$ cat config.mk
export PLATFORM = sky130hd
export DESIGN_NAME = fpu_add
export DESIGN_NICKNAME = d
export VERILOG_FILES = /design/src/rtl/fpu_pkg.sv /design/src/rtl/fpu_lzc.sv /design/src/rtl/fpu_add.sv
export SDC_FILE = /design/constraint.sdc
export NUM_CORES = 1
export LEC_CHECK = 0
export BUFFER_PORTS_ARGS = -buffer_cell sky130_fd_sc_hd__buf_4
export CAP_MARGIN = 0
export CORE_UTILIZATION = 55
export CTS_CLUSTER_DIAMETER = 200
export DETAILED_ROUTE_END_ITERATION = 8
export GPL_TIMING_DRIVEN = 1
export PLACE_DENSITY = 0.81
export SYNTH_ARGS = -nofsm -noshare
export SYNTH_HDL_FRONTEND = slang
export SYNTH_SLANG_ARGS = --single-unit
$ cat constraint.sdc
create_clock -name clk -period 8.7 [get_ports clk]
set_input_delay 0.87 -clock clk [delete_from_list [all_inputs] [get_ports clk]]
set_output_delay 0.87 -clock clk [all_outputs]
set_load 0.005 [all_outputs]
$ cat src/rtl/fpu_pkg.sv
// fpu_pkg: shared types and constants for the binary32 FPU blocks.
// Holds the rounding-mode and state encodings plus IEEE field constants.
package fpu_pkg;

  typedef enum logic [2:0] {
    FRM_RNE = 3'b000,
    FRM_RTZ = 3'b001,
    FRM_RDN = 3'b010,
    FRM_RUP = 3'b011,
    FRM_RMM = 3'b100
  } frm_e;

  typedef enum logic [2:0] {
    S_IDLE,
    S_ALIGN,
    S_ADD,
    S_NORM,
    S_ROUND,
    S_DONE
  } state_e;

  localparam int          EXP_BIAS   = 127;
  localparam logic [9:0]  EXP_MAX    = 10'(2 * EXP_BIAS + 1);
  localparam logic [31:0] QNAN       = 32'h7FC0_0000;
  localparam logic [30:0] MAX_FINITE = 31'h7F7F_FFFF;
  localparam logic [30:0] INF_MAG    = 31'h7F80_0000;

endpackage

$ cat src/rtl/fpu_lzc.sv
// fpu_lzc: combinational leading-zero counter over a 28-bit field.
// An all-zero input reports 28.
module fpu_lzc (
  input  logic [27:0] i_data,
  output logic [4:0]  o_cnt
);

  always_comb begin
    o_cnt = 5'd28;
    for (int i = 0; i < 28; i++) begin
      if (i_data[i]) o_cnt = 5'(27 - i);
    end
  end

endmodule

$ cat src/rtl/fpu_add.sv
// fpu_add: multi-cycle IEEE-754 binary32 adder.
// One state each for align, add, normalize and round, then a done pulse.
module fpu_add
  import fpu_pkg::*;
(
  input  logic        clk,
  input  logic        rst,
  input  logic        start,
  input  logic [31:0] operA_float32,
  input  logic [31:0] operB_float32,
  input  logic [2:0]  frm,
  output logic [31:0] result,
  output logic        done,
  output logic        busy,
  output logic        flag_nx,
  output logic        flag_of,
  output logic        flag_nv
);

  state_e      r_state;
  state_e      w_next;
  logic [31:0] r_a;
  logic [31:0] r_b;
  logic [2:0]  r_frm;
  logic        r_sign;
  logic        r_sub;
  logic [7:0]  r_exp;
  logic [26:0] r_ml;
  logic [26:0] r_ms;
  logic        r_spec;
  logic        r_spec_nv;
  logic [31:0] r_spec_res;
  logic [27:0] r_sum;
  logic [26:0] r_m;
  logic [9:0]  r_e;
  logic        r_zero;
  logic        r_flush;

  logic [7:0]  w_ea;
  logic [7:0]  w_eb;
  logic [7:0]  w_el;
  logic [7:0]  w_es;
  logic [7:0]  w_diff;
  logic [22:0] w_fa;
  logic [22:0] w_fb;
  logic [22:0] w_fl;
  logic [22:0] w_fs;
  logic        w_a_big;
  logic        w_sl;
  logic [26:0] w_ml;
  logic [26:0] w_ms0;
  logic [26:0] w_ms;
  logic [53:0] w_ext;
  logic        w_nan_a;
  logic        w_nan_b;
  logic        w_inf_a;
  logic        w_inf_b;
  logic        w_snan;
  logic        w_inf_cl;
  logic        w_spec;
  logic        w_spec_nv;
  logic [31:0] w_spec_res;

  logic [27:0] w_sum;
  logic [4:0]  w_lz;
  logic [4:0]  w_shl;
  logic [26:0] w_nm;
  logic [9:0]  w_ne;
  logic        w_nzero;
  logic        w_uflow;
  logic        w_zsign;

  logic        w_g;
  logic        w_r;
  logic        w_s;
  logic        w_grs;
  logic        w_inc;
  logic        w_to_inf;
  logic        w_rcarry;
  logic [22:0] w_frac;
  logic [9:0]  w_re;
  logic        w_ovf;
  logic [31:0] w_res;
  logic        w_nx;
  logic        w_of;
  logic        w_nv;

  // Subnormal inputs collapse to signed zero before the magnitude compare
  assign w_ea    = r_a[30:23];
  assign w_eb    = r_b[30:23];
  assign w_fa    = (w_ea == 8'd0) ? 23'd0 : r_a[22:0];
  assign w_fb    = (w_eb == 8'd0) ? 23'd0 : r_b[22:0];
  assign w_a_big = {w_ea, w_fa} >= {w_eb, w_fb};
  assign w_el    = w_a_big ? w_ea : w_eb;
  assign w_es    = w_a_big ? w_eb : w_ea;
  assign w_fl    = w_a_big ? w_fa : w_fb;
  assign w_fs    = w_a_big ? w_fb : w_fa;
  assign w_sl    = w_a_big ? r_a[31] : r_b[31];
  assign w_diff  = w_el - w_es;
  assign w_ml    = {|w_el, w_fl, 3'b000};
  assign w_ms0   = {|w_es, w_fs, 3'b000};
  assign w_ext   = {w_ms0, 27'd0} >> w_diff;
  assign w_ms    = (w_diff >= 8'd26) ? {26'd0, |w_ms0}
                 : {w_ext[53:28], w_ext[27] | (|w_ext[26:0])};

  assign w_nan_a  = (&w_ea) & (|r_a[22:0]);
  assign w_nan_b  = (&w_eb) & (|r_b[22:0]);
  assign w_inf_a  = (&w_ea) & ~(|r_a[22:0]);
  assign w_inf_b  = (&w_eb) & ~(|r_b[22:0]);
  assign w_snan   = (w_nan_a & ~r_a[22]) | (w_nan_b & ~r_b[22]);
  assign w_inf_cl = w_inf_a & w_inf_b & (r_a[31] ^ r_b[31]);

  always_comb begin
    w_spec     = w_nan_a | w_nan_b | w_inf_a | w_inf_b;
    w_spec_nv  = w_snan | w_inf_cl;
    w_spec_res = r_b;
    if (w_nan_a | w_nan_b | w_inf_cl) w_spec_res = QNAN;
    else if (w_inf_a)                 w_spec_res = r_a;
  end

  assign w_sum = r_sub ? ({1'b0, r_ml} - {1'b0, r_ms})
               : ({1'b0, r_ml} + {1'b0, r_ms});

  fpu_lzc u_lzc (
    .i_data (r_sum),
    .o_cnt  (w_lz)
  );

  // Bit 27 is the carry slot, so the hidden bit lands at 26 after lz-1
  assign w_shl   = w_lz - 5'd1;
  assign w_nm    = r_sum[27] ? {r_sum[27:2], |r_sum[1:0]}
                 : 27'(r_sum << w_shl);
  assign w_ne    = r_sum[27] ? ({2'b00, r_exp} + 10'd1)
                 : ({2'b00, r_exp} - {5'd0, w_shl});
  assign w_nzero = (r_sum == 28'd0);
  assign w_uflow = ~w_nzero & ($signed(w_ne) <= 10'sd0);
  assign w_zsign = r_sub ? (r_frm == FRM_RDN) : r_sign;

  assign w_g   = r_m[2];
  assign w_r   = r_m[1];
  assign w_s   = r_m[0];
  assign w_grs = w_g | w_r | w_s;

  always_comb begin
    w_inc    = 1'b0;
    w_to_inf = 1'b0;
    unique case (1'b1)
      (r_frm == FRM_RNE): begin
        w_inc    = w_g & (w_r | w_s | r_m[3]);
        w_to_inf = 1'b1;
      end
      (r_frm == FRM_RDN): begin
        w_inc    = r_sign & w_grs;
        w_to_inf = r_sign;
      end
      (r_frm == FRM_RUP): begin
        w_inc    = ~r_sign & w_grs;
        w_to_inf = ~r_sign;
      end
      (r_frm == FRM_RMM): begin
        w_inc    = w_g;
        w_to_inf = 1'b1;
      end
      default: ;
    endcase
  end

  assign w_rcarry = w_inc & (&r_m[26:3]);
  assign w_frac   = r_m[25:3] + {22'd0, w_inc};
  assign w_re     = r_e + {9'd0, w_rcarry};
  assign w_ovf    = (w_re >= EXP_MAX);

  always_comb begin
    w_res = {r_sign, w_re[7:0], w_frac};
    w_nx  = w_grs;
    w_of  = 1'b0;
    w_nv  = 1'b0;
    if (r_spec) begin
      w_res = r_spec_res;
      w_nx  = 1'b0;
      w_nv  = r_spec_nv;
    end else if (r_zero) begin
      w_res = {r_sign, 31'd0};
      w_nx  = 1'b0;
    end else if (r_flush) begin
      w_res = {r_sign, 31'd0};
      w_nx  = 1'b1;
    end else if (w_ovf) begin
      w_res = {r_sign, w_to_inf ? INF_MAG : MAX_FINITE};
      w_nx  = 1'b1;
      w_of  = 1'b1;
    end
  end

  always_ff @(posedge clk or posedge rst) begin
    if (rst) r_state <= S_IDLE;
    else     r_state <= w_next;
  end

  always_comb begin
    w_next = r_state;
    unique case (r_state)
      S_IDLE:  if (start) w_next = S_ALIGN;
      S_ALIGN: w_next = S_ADD;
      S_ADD:   w_next = S_NORM;
      S_NORM:  w_next = S_ROUND;
      S_ROUND: w_next = S_DONE;
      S_DONE:  w_next = S_IDLE;
      default: w_next = S_IDLE;
    endcase
  end

  always_comb begin
    busy = (r_state != S_IDLE);
    done = (r_state == S_DONE);
  end

  always_ff @(posedge clk or posedge rst) begin
    if (rst) begin
      r_a        <= '0;
      r_b        <= '0;
      r_frm      <= '0;
      r_sign     <= 1'b0;
      r_sub      <= 1'b0;
      r_exp      <= '0;
      r_ml       <= '0;
      r_ms       <= '0;
      r_spec     <= 1'b0;
      r_spec_nv  <= 1'b0;
      r_spec_res <= '0;
      r_sum      <= '0;
      r_m        <= '0;
      r_e        <= '0;
      r_zero     <= 1'b0;
      r_flush    <= 1'b0;
      result     <= '0;
      flag_nx    <= 1'b0;
      flag_of    <= 1'b0;
      flag_nv    <= 1'b0;
    end else begin
      unique case (r_state)
        S_IDLE: begin
          if (start) begin
            r_a     <= operA_float32;
            r_b     <= operB_float32;
            r_frm   <= frm;
            flag_nx <= 1'b0;
            flag_of <= 1'b0;
            flag_nv <= 1'b0;
          end
        end
        S_ALIGN: begin
          r_sign     <= w_sl;
          r_sub      <= r_a[31] ^ r_b[31];
          r_exp      <= w_el;
          r_ml       <= w_ml;
          r_ms       <= w_ms;
          r_spec     <= w_spec;
          r_spec_nv  <= w_spec_nv;
          r_spec_res <= w_spec_res;
        end
        S_ADD: r_sum <= w_sum;
        S_NORM: begin
          r_m     <= w_nm;
          r_e     <= w_ne;
          r_zero  <= w_nzero;
          r_flush <= w_uflow;
          if (w_nzero) r_sign <= w_zsign;
        end
        S_ROUND: begin
          result  <= w_res;
          flag_nx <= w_nx;
          flag_of <= w_of;
          flag_nv <= w_nv;
        end
        default: ;
      endcase
    end
  end

endmodule

==> metrics.md, run 1 <==
| Metric | Value |
|---|---|
| Clock Sinks | about 270 |
| Worst setup startpoint | r_a[25] |
| Kind of critical path | register to register |
| Final setup vio count | 0 |
| Startpoint Class | register |
| Syn_area_per_cell | between 8 and 9 um2 |
| Clk Latency, worst-skew pair | 0.58 ns |
| Row cnt | 67 |
| #FFs+latches synth | 267 |
| Via density | 6.46 |
| DRT antenna net count | 0 |
| Slew Limit Headroom | 27.3% |
| Syn Nets | about 2300 |
| Port bufs | 106 |
| Post_cts resized | 0 |
| Hold WC Path Type | input port to async pin |
| Clock skew | 0.0158 ns |
| First-pass GRT wire length | between 90000 and 100000 um |
| Post-layout net count | 2324 |
| Fmax achieved | ~0.13 GHz |
| Detailed Routing Iterations Pass 1 | 6 |
| Final HPWL DP | between 40000 and 50000 um |
| Fin crit period | between 7 and 8 ns |
| Most frequent cells in the layout | nand2_1, dfrtp_1, o21ai_0 |
| Mapped Cells | 2137 |
| Critical Path Fanout Max | 33 |
| Fin. Hold Viols | 0 |
| # diodes | 0 |
| Setup TNS | 0 ns |
| RSZ-0062 raised after global routing | no |
| Post-Route WL | 57400 um |
| CTS Hold Bufs | 0 |
| Yosys warns | 0 |
| Iteration-0 DRC count of the detailed router | 1826 |
| Total grt overflow | 0 |
| Area Overhead vs Synth | 10.7% |
| Layout cells sized above 1 | approximately 15% |
| Clock transition at path regs | 0.06 ns |
| Storage element area | between 6000 and 7000 um2 |
| Inserted Clock Buffers | 30 |
| Pin count of the biggest net entering global routing | 104 |
| Post-Syn Area | 19000 um2 |
| Commonest non-fill, non-tap cell in the layout | nand2_1 |
| CTS Buffer Depth | 3 |
| Via Count | 17000 |
| CTS H-tree lvls | 1 |
| CP Capture Type | register |
| Initial core utilization | 56.3% |
| Vias in the first global route | 16100 |
| Max-slew violation count | 0 |
| Chip height | 188 um |
| Unique cell type count in the Yosys netlist | 90 |
| DRC | 0 |
| Routed len/inst | 21.8 um |
| Initial antenna violation count | 1 |
| Post-CTS Setup Repair Bufs | 0 |
| Worst r2r src | r_a[25] |
| Die X | 188 um |
| Sequential share of the synthesized area | 35.2% |
| Root Driver | clkbuf_16 |
| Core outline area | ~34000 um2 |
| CP arrival | 8.18 ns |
| Multiplexer share of the synthesized area | 13.8% |
| Multi-input logic area | 11400 um2 |
| Worst-Margin Slew | between 1 and 1.5 ns |
| Post-Synth XOR/XNOR Area | ~2.9% |
| Adder-cell share of the synthesized area | under 10% |
| Number of synthesized flops with an enable pin | 0 |
| Ys flop type | dfrtp_1 |
| Asr flop ratio synth | 100% |
| I/O pin cnt | 107 |
| All-Layer GR Usage | 32.4% |
| Die area | 35200 um2 |
| Crit path required time | 9.16 ns |
| Compound-Gate Fraction of Synth Area | 19.7% |
| Status | finished, final reports clean |
| CTS tree | built |
| Period utilisation layout | 88.7% |
| Main combinational cell family by area after synthesis | compound AO/OA/AOI/OAI gates |
| GP Congestion | roughly 0.97 |
| Simple-Gate Fraction of Synth Area | 17.1% |
| MaxCap Viol Count | 0 |
| # fillers | ~2900 |
-- worst max-delay path: stages (launching register included) --
cell      delay [ns]
dfrtp_1         0.46
nor4_1          0.53
nand2_1         0.64
and2_1          0.44
ha_1            0.32
a211oi_1        0.22
nor2_1          0.09
o311ai_1        0.44
a21o_1          0.56
nand3_4         0.42
mux2i_1         0.23
ha_1            0.23
a221oi_2        0.41
nand2_4         0.37
mux2i_1         0.25
mux4_2          0.52
or4_1           0.53
o41a_1          0.35
o31ai_2         0.23
o311ai_1        0.12
a31o_1          0.23
-- layout make-up --
| type | count | area share [%] |
|---|---|---|
| Sequential cell | 267 | 31.8 |
| Inverter | 95 | 1.73 |
| Timing Repair Buffer | 132 | 4.72 |
| Clock buffer | 40 | 3.99 |
| Clock inverter | 13 | 0.822 |
| Multi-Input combinational cell | 1634 | 54.3 |
| Tap cell | 448 | 2.67 |
-- metal layers --
layer  wire length [um]  GRT usage, %
met1              23600          43.2
met2              26500          51.5
met3               4270          5.61
met4               2970          15.0
met5                 11             0
-- through the flow --
step / instances / setup WS [ns] / hold slack [ns] / utilization, % / cell area, um2
finish: 2629 / 0.981 / 0.390 / 62.3 / 21000
global route: 2629 / 0.544 / 0.459 / 62.3 / 21000
CTS: 2629 / 1.09 / 0.437 / 62.3 / 21000
detailed placement: 2576 / 1.13 / 0.472 / 59.3 / 20000
global placement: 2576 / 1.34 / 0.465 / 59.3 / 20000
floorplan: 2137 / 0.476 / 0.450 / - / 19000
-- kinds of logic after synthesis --
group / count (synthesis)
DFF: 267
adders and majority gates: 96
muxes: 200
buffers and inverters: 236
xor gates and xnor gates: 61
AOI/OAI and AO/OA: 592
and+or+nand+nor: 685
-- sequential cells by signal, summed over array words and instances (netlist names), 3 cells and up --
register and count:
r_m 27, r_b 32, r_frm 3, r_e 10
r_a 32, r_state 3, r_sum 28, r_ml 24
r_spec_res 32, result 32, r_ms 27, r_exp 8
-- path summary, 6_finish.rpt --
kind,to,slack (ns),depth (start not counted)
worst max-delay path,r_ms[0],0.98,20
worst min-delay path,r_m[14],0.39,2
worst max register to register,r_ms[0],0.98,20
worst min register to register,result[8],0.48,2
max in group asynchronous,r_a[16],6.70,3
min in group clk,result[8],0.48,2
-- cell usage after synthesis, drive strengths merged, types with 5 or more instances --
cell type | instances | share of area [%]
nand3 | 46 | 1.3
ha | 92 | 6.1
and3 | 27 | 0.89
o21ai | 173 | 4.6
or2 | 7 | 0.23
a22o | 27 | 1.2
inv | 94 | 1.9
mux2i | 93 | 4.9
a21oi | 172 | 4.6
a21o | 21 | 0.83
xor2 | 36 | 1.7
a31oi | 31 | 1.0
nand2b | 17 | 0.56
nor2b | 12 | 0.40
buf | 31 | 0.80
a211oi | 11 | 0.44
clkbuf | 110 | 2.2
nand4 | 33 | 1.2
mux2 | 64 | 3.8
nor4 | 30 | 1.1
xnor2 | 25 | 1.2
o22ai | 8 | 0.26
a32oi | 6 | 0.28
o21a | 6 | 0.24
nor2 | 132 | 2.6
a22oi | 7 | 0.28
and2 | 21 | 0.69
mux4 | 43 | 5.1
nand2 | 274 | 5.5
o31ai | 28 | 1.2
nand3b | 5 | 0.20
nor3 | 47 | 1.3
a221o | 7 | 0.37
o311ai | 6 | 0.28
o41ai | 6 | 0.28
o211ai | 16 | 0.63
or3 | 14 | 0.46
o21bai | 12 | 0.47
dfrtp | 267 | 35
Power of run 1 is left out: the tool's default activity adds up to more than one toggle a clock period on the data nets, which glitch-free logic cannot reach.
==> inputs of run 2 (changes only) <==
--- a/config.mk
+++ b/config.mk
@@ -12,6 +12,7 @@
 export DETAILED_ROUTE_END_ITERATION = 8
 export GPL_TIMING_DRIVEN = 1
 export PLACE_DENSITY = 0.81
+export REMOVE_ABC_BUFFERS = 1
 export SYNTH_ARGS = -nofsm -noshare
 export SYNTH_HDL_FRONTEND = slang
 export SYNTH_SLANG_ARGS = --single-unit
==> metrics.md, run 2 (synthesis gave the netlist of run 1 again) <==
| Metric | Value |
|---|---|
| MaxCap Viol Count | 0 |
| Worst setup startpoint | r_a[25] |
| Clock Sinks | between 200 and 300 |
| Port bufs | 106 |
| Via density | 6.56 |
| Slew Limit Headroom | 25.6% |
| Crit path required time | just over 9 ns |
| Row cnt | 67 |
| Capturing point of the worst reg2reg path | r_ms[0] |
| Status | finished, final reports clean |
| CP arrival | 7.71 ns |
| DRC | 0 |
| Hold WC Path Type | input port to async pin |
| Post-CTS Setup Repair Bufs | 0 |
| All-Layer GR Usage | 34.2% |
| Worst-Margin Slew | 1.11 ns |
| CP Capture Type | register |
| Critical Path Fanout Max | 33 |
| Vias in the first global route | 16700 |
| Final Util | 62.3% |
| Design Area, Final | about 21000 um2 |
| I/O pin cnt | ~110 |
| CTS tree | built |
| CTS H-tree lvls | 1 |
| Chip height | around 190 um |
| Max-slew violation count | 0 |
| Fin crit period | 7.23 ns |
| Routed len/inst | 22.9 um |
| Clock transition at path regs | 0.07 ns |
| CTS Buffer Depth | 3 |
| Layout cells sized above 1 | 14.7% |
| Post_cts resized | 0 |
| CP endpoint | r_ms[0] |
| Core outline area | around 34000 um2 |
| Root Driver | clkbuf_16 |
| Commonest non-fill, non-tap cell in the layout | nand2_1 |
| Post-layout net count | 2326 |
| GP Congestion | 0.976 |
| Reg2Reg Depth | 20 |
| Pin count of the biggest net entering global routing | 130 |
| Kind of critical path | register to register |
| DRT antenna net count | 0 |
| Clk Latency, worst-skew pair | 0.59 ns |
| Period utilisation layout | between 80% and 90% |
| Setup TNS | 0 ns |
| Die area | about 35000 um2 |
| Die X | between 150 and 200 um |
| Initial antenna violation count | 0 |
| DP Area | 20000 um2 |
| Hold slack | 0.428 ns |
| Final HPWL DP | 45000 um |
| Area Overhead vs Synth | 10.6% |
| Initial core utilization | 56.3% |
| First-pass GRT wire length | roughly 95000 um |
| Fin. Hold Viols | 0 |
| Via Count | 17300 |
| Startpoint Class | register |
| Detailed Routing Iterations Pass 1 | 6 |
| # fillers | 2860 |
| # diodes | 0 |
| CTS Hold Bufs | 0 |
| Iteration-0 DRC count of the detailed router | 2016 |
| Fmax achieved | around 0.14 GHz |
| Most frequent cells in the layout | nand2_1, dfrtp_1, o21ai_0 |
| Post-Route WL | 60300 um |
| RSZ-0062 raised after global routing | no |
| Inserted Clock Buffers | 29 |
| Reg-to-reg slack, setup | 1.47 ns |
| Worst r2r src | r_a[25] |
| Clock skew | approximately 0.012 ns |
| Total grt overflow | 0 |
| Final setup vio count | 0 |
[run 2: cell count changes in the layout (fill, tap and decap cells not counted)]
cell	delta
buf_4	+3
clkbuf_1	+1
clkbuf_16	-1
clkbuf_8	-3
clkinv_2	+4
clkinv_4	-2
clkinv_8	-1
clkinvlp_4	+2
inv_16	+1
inv_6	-1
nor2_1	-1
nor2_2	+1
[run 2: worst min path at each step]
stage | start | endpoint | slack (ns) | cells past startpoint
after floorplan | r_spec_res[31] | r_spec_res[31] | 0.45 | 2
after global placement | result[18] | result[18] | 0.46 | 2
after detailed placement | result[15] | result[15] | 0.48 | 2
after CTS | operA_float32[27] | r_a[27] | 0.48 | 3
after global routing | operB_float32[29] | r_b[29] | 0.49 | 3
final | rst | r_state[1] | 0.43 | 2
[run 2: layer usage]
metal  up-vias  wire [um]  track usage (%)
li1       7864          -                -
met1      8438      24800             45.9
met2       824      28100             55.3
met3       150       4420             4.40
met4         0       2950             15.4
met5         -          0                0
[run 2: area by class of cell]
type	count	area (um2)	share of cell area, %
multi-input cells	1634	11400	54.3
clock buffers	37	776	3.70
repair buffers	135	1010	4.83
clock inverters	16	185	0.882
flip-flops and latches	267	6680	31.8
well taps	448	561	2.67
inverters	95	364	1.74
[run 2: worst max-delay path, cell delays in order (launching register included)]
cell      delay (ns)
dfrtp_1         0.47
nor4_1          0.40
nand2_1         0.59
and2_1          0.43
ha_1            0.31
a211oi_1        0.21
nor2_1          0.09
o311ai_1        0.46
a21o_1          0.63
nand3_4         0.17
mux2i_1         0.17
ha_1            0.22
a221oi_2        0.39
nand2_4         0.37
mux2i_1         0.23
mux4_2          0.51
or4_1           0.51
o41a_1          0.33
o31ai_2         0.23
o311ai_1        0.13
a31o_1          0.23
[run 2: stage by stage]
| stage | worst slack [ns] | cells |
|---|---|---|
| after floorplan | 0.476 | 1996 |
| after global placement | 1.63 | 2579 |
| after detailed placement | 1.54 | 2579 |
| after CTS | 1.52 | 2632 |
| after global routing | 0.946 | 2632 |
| final | 1.47 | 2632 |
Power of run 2 is left out for the same reason.
==> inputs of run 3 (changes only) <==
--- a/config.mk
+++ b/config.mk
@@ -5,6 +5,7 @@
 export SDC_FILE = /design/constraint.sdc
 export NUM_CORES = 1
 export LEC_CHECK = 0
+export ABC_AREA = 1
 export BUFFER_PORTS_ARGS = -buffer_cell sky130_fd_sc_hd__buf_4
 export CAP_MARGIN = 0
 export CORE_UTILIZATION = 55
==> constraint.sdc (replaced) <==
create_clock -name clk -period 6.3 [get_ports clk]
set_input_delay 0.63 -clock clk [delete_from_list [all_inputs] [get_ports clk]]
set_output_delay 0.63 -clock clk [all_outputs]
set_load 0.005 [all_outputs]
==> metrics.md, run 3 <==
| Metric | Value |
|---|---|
| Status | finished, final reports clean |
| DP Worst Slack | 0.739 ns |
| DRC | 0 |
| RSZ-0062 raised after global routing | no |
| Row cnt | 68 |
| Cell accounting for the most synthesized area | dfrtp_1 |
| Post-Route WL | 67400 um |
| Yosys warns | 0 |
| Hold WC Path Type | input port to async pin |
| Sequential share of the synthesized area | 34.2% |
| Ys flop type | dfrtp_1 |
| Met1 Routed Length | around 28000 um |
| Final HPWL DP | roughly 50000 um |
| Fmax achieved | 0.171 GHz |
| Total grt overflow | 0 |
| Top post-synthesis cells by count | nand2_1, nand3_1, o21ai_0, dfrtp_1, inv_1 |
| Max incr delay on CP | 0.47 ns |
| Fin. Hold Viols | 0 |
| Vias in the first global route | ~19000 |
| Commonest non-fill, non-tap cell in the layout | nand2_1 |
| CTS Hold Bufs | 0 |
| Kind of critical path | register to register |
| Mapped Cells | 2835 |
| CTS H-tree lvls | 1 |
| Port bufs | 106 |
| Area Overhead vs Synth | 10.6% |
| I/O pin cnt | 107 |
| Clock skew | 0.0616 ns |
| Asr flop ratio synth | between 90% and 100% |
| Post-Syn Area | 19500 um2 |
| Fin crit period | 5.85 ns |
| WL met2 | 30200 um |
| Pin count of the biggest net entering global routing | 82 |
| CTS tree | built |
| All-Layer GR Usage | between 30% and 40% |
| CTS Buffer Depth | 3 |
| Die X | 190 um |
| MaxCap Viol Count | 0 |
| Detailed Routing Iterations Pass 1 | 7 |
| Startpoint Class | register |
| Slew Limit Headroom | 25.1% |
| Initial antenna violation count | 0 |
| Worst-Margin Slew | around 1.1 ns |
| Max-slew violation count | 0 |
| First-pass GRT wire length | 105000 um |
| Inserted Clock Buffers | 30 |
| Count leader, synth | nand2_1 |
| Most repeated library cell on the critical path | nand2_1 |
| Post-layout net count | slightly above 3000 |
| Syn_area_per_cell | roughly 6.9 um2 |
| Most frequent cells in the layout | nand2_1, nand3_1, o21ai_0 |
| Initial core utilization | between 50% and 60% |
| Chip height | between 150 and 200 um |
| # fillers | 3204 |
| Clock transition at path regs | approximately 0.06 ns |
| GP Congestion | 1.04 |
| Routed len/inst | 20.2 um |
| Layout cells sized above 1 | 8.78% |
| Crit path required time | 6.75 ns |
| Iteration-0 DRC count of the detailed router | 2512 |
| Multi-input logic area | 11200 um2 |
| Via density | around 6 |
| Yosys top cell area share | 34.2% |
| #FFs+latches synth | 267 |
| Reg-to-reg slack, setup | about 0.45 ns |
| Clk Latency, worst-skew pair | between 0.6 and 0.7 ns |
| Final Worst Setup Slack | 0.449 ns |
| Number of synthesized flops with an enable pin | 0 |
| Period utilisation layout | 92.9% |
| Die area | 36300 um2 |
| Worst path slowest cell | nand3_2 |
| CP arrival | 6.30 ns |
| Post_cts resized | 0 |
| DRT antenna net count | 0 |
| # diodes | 0 |
| Post-CTS Setup Repair Bufs | 0 |
| Root Driver | clkbuf_16 |
| Top Metal Used | met4 |
| Unique cell type count in the Yosys netlist | 61 |
| Core outline area | 34700 um2 |
| Top post-synthesis cells by area | dfrtp_1, nand2_1, nand3_1 |
| Via Count | 20500 |
| Storage element area | 6680 um2 |
| Final setup vio count | 0 |
| Clock Sinks | 267 |
| Met3 routed WL | 5700 um |
| CP Capture Type | register |
| Critical Path Fanout Max | 28 |
## run 3: changes by cell type after synthesis, sizes merged, moves of 28 or more
cell / change
nand3: +282
o21ai: +117
nand4: +30
mux2: -64
mux2i: -90
nor3: -28
nor2: +72
mux4: -43
inv: +177
nand2: +494
## run 3: area by class of cell
class,instances,share of cell area (%)
inverter,274,4.80
timing repair buffer,141,4.90
multi-input combinational,2147,51.9
clock inverter,13,1.06
tap,455,2.63
clock buffer,39,3.77
sequential,267,30.9
## run 3: path summary, 6_finish.rpt
check / from / end / depth (start not counted)
worst max register to register: r_a[23] / r_ms[0] / 34
max in group asynchronous: rst / r_ms[23] / 3
min in group clk: operA_float32[31] / r_a[31] / 3
worst max-delay path: r_a[23] / r_ms[0] / 34
worst min-delay path: rst / r_a[22] / 2
worst min register to register: result[27] / result[27] / 2
## run 3: cell families after synthesis
kind of cell               after synthesis  synth area share, %
buffers and inverters                  422                 8.58
xor gates and xnor gates                57                 2.59
AOI/OAI and AO/OA                      575                 16.8
DFF                                    267                 34.2
adders and majority gates               94                 6.10
and+or+nand+nor                       1417                 31.6
muxes                                    3                0.154
## run 3: critical path: cells and delay by family, from the launching register on
family / cells / cell delay, ns
adder cells (fa/ha/maj): 1 / 0.32
AO/OA/AOI/OAI: 4 / 0.65
buffers and inverters: 5 / 0.67
AND/OR/NAND/NOR: 24 / 3.65
flip-flops: 1 / 0.40
## run 3: per-layer routing
metal  global-route usage (%)  up-vias
li1                         -     9537
met1                     50.7     9695
met2                     58.0     1067
met3                     4.86      186
met4                     17.2        0
met5                        0        -
## run 3: through the flow
| stage | hold WS (ns) | utilization (%) | TNS, ns | cells | area (um2) |
|---|---|---|---|---|---|
| 4_1_cts | 0.0992 | 62.2 | 0 | 3335 | 21600 |
| 3_5_place_dp | 0.478 | 59.2 | 0 | 3283 | 20600 |
| 2_1_floorplan | 0.453 | - | -455.67 | 2687 | 18900 |
| 3_3_place_gp | 0.470 | 59.2 | 0 | 3283 | 20600 |
| 6_report | 0.0554 | 62.3 | 0 | 3336 | 21600 |
| 5_1_grt | 0.121 | 62.3 | 0 | 3336 | 21600 |
Power of run 3 is left out for the same reason.
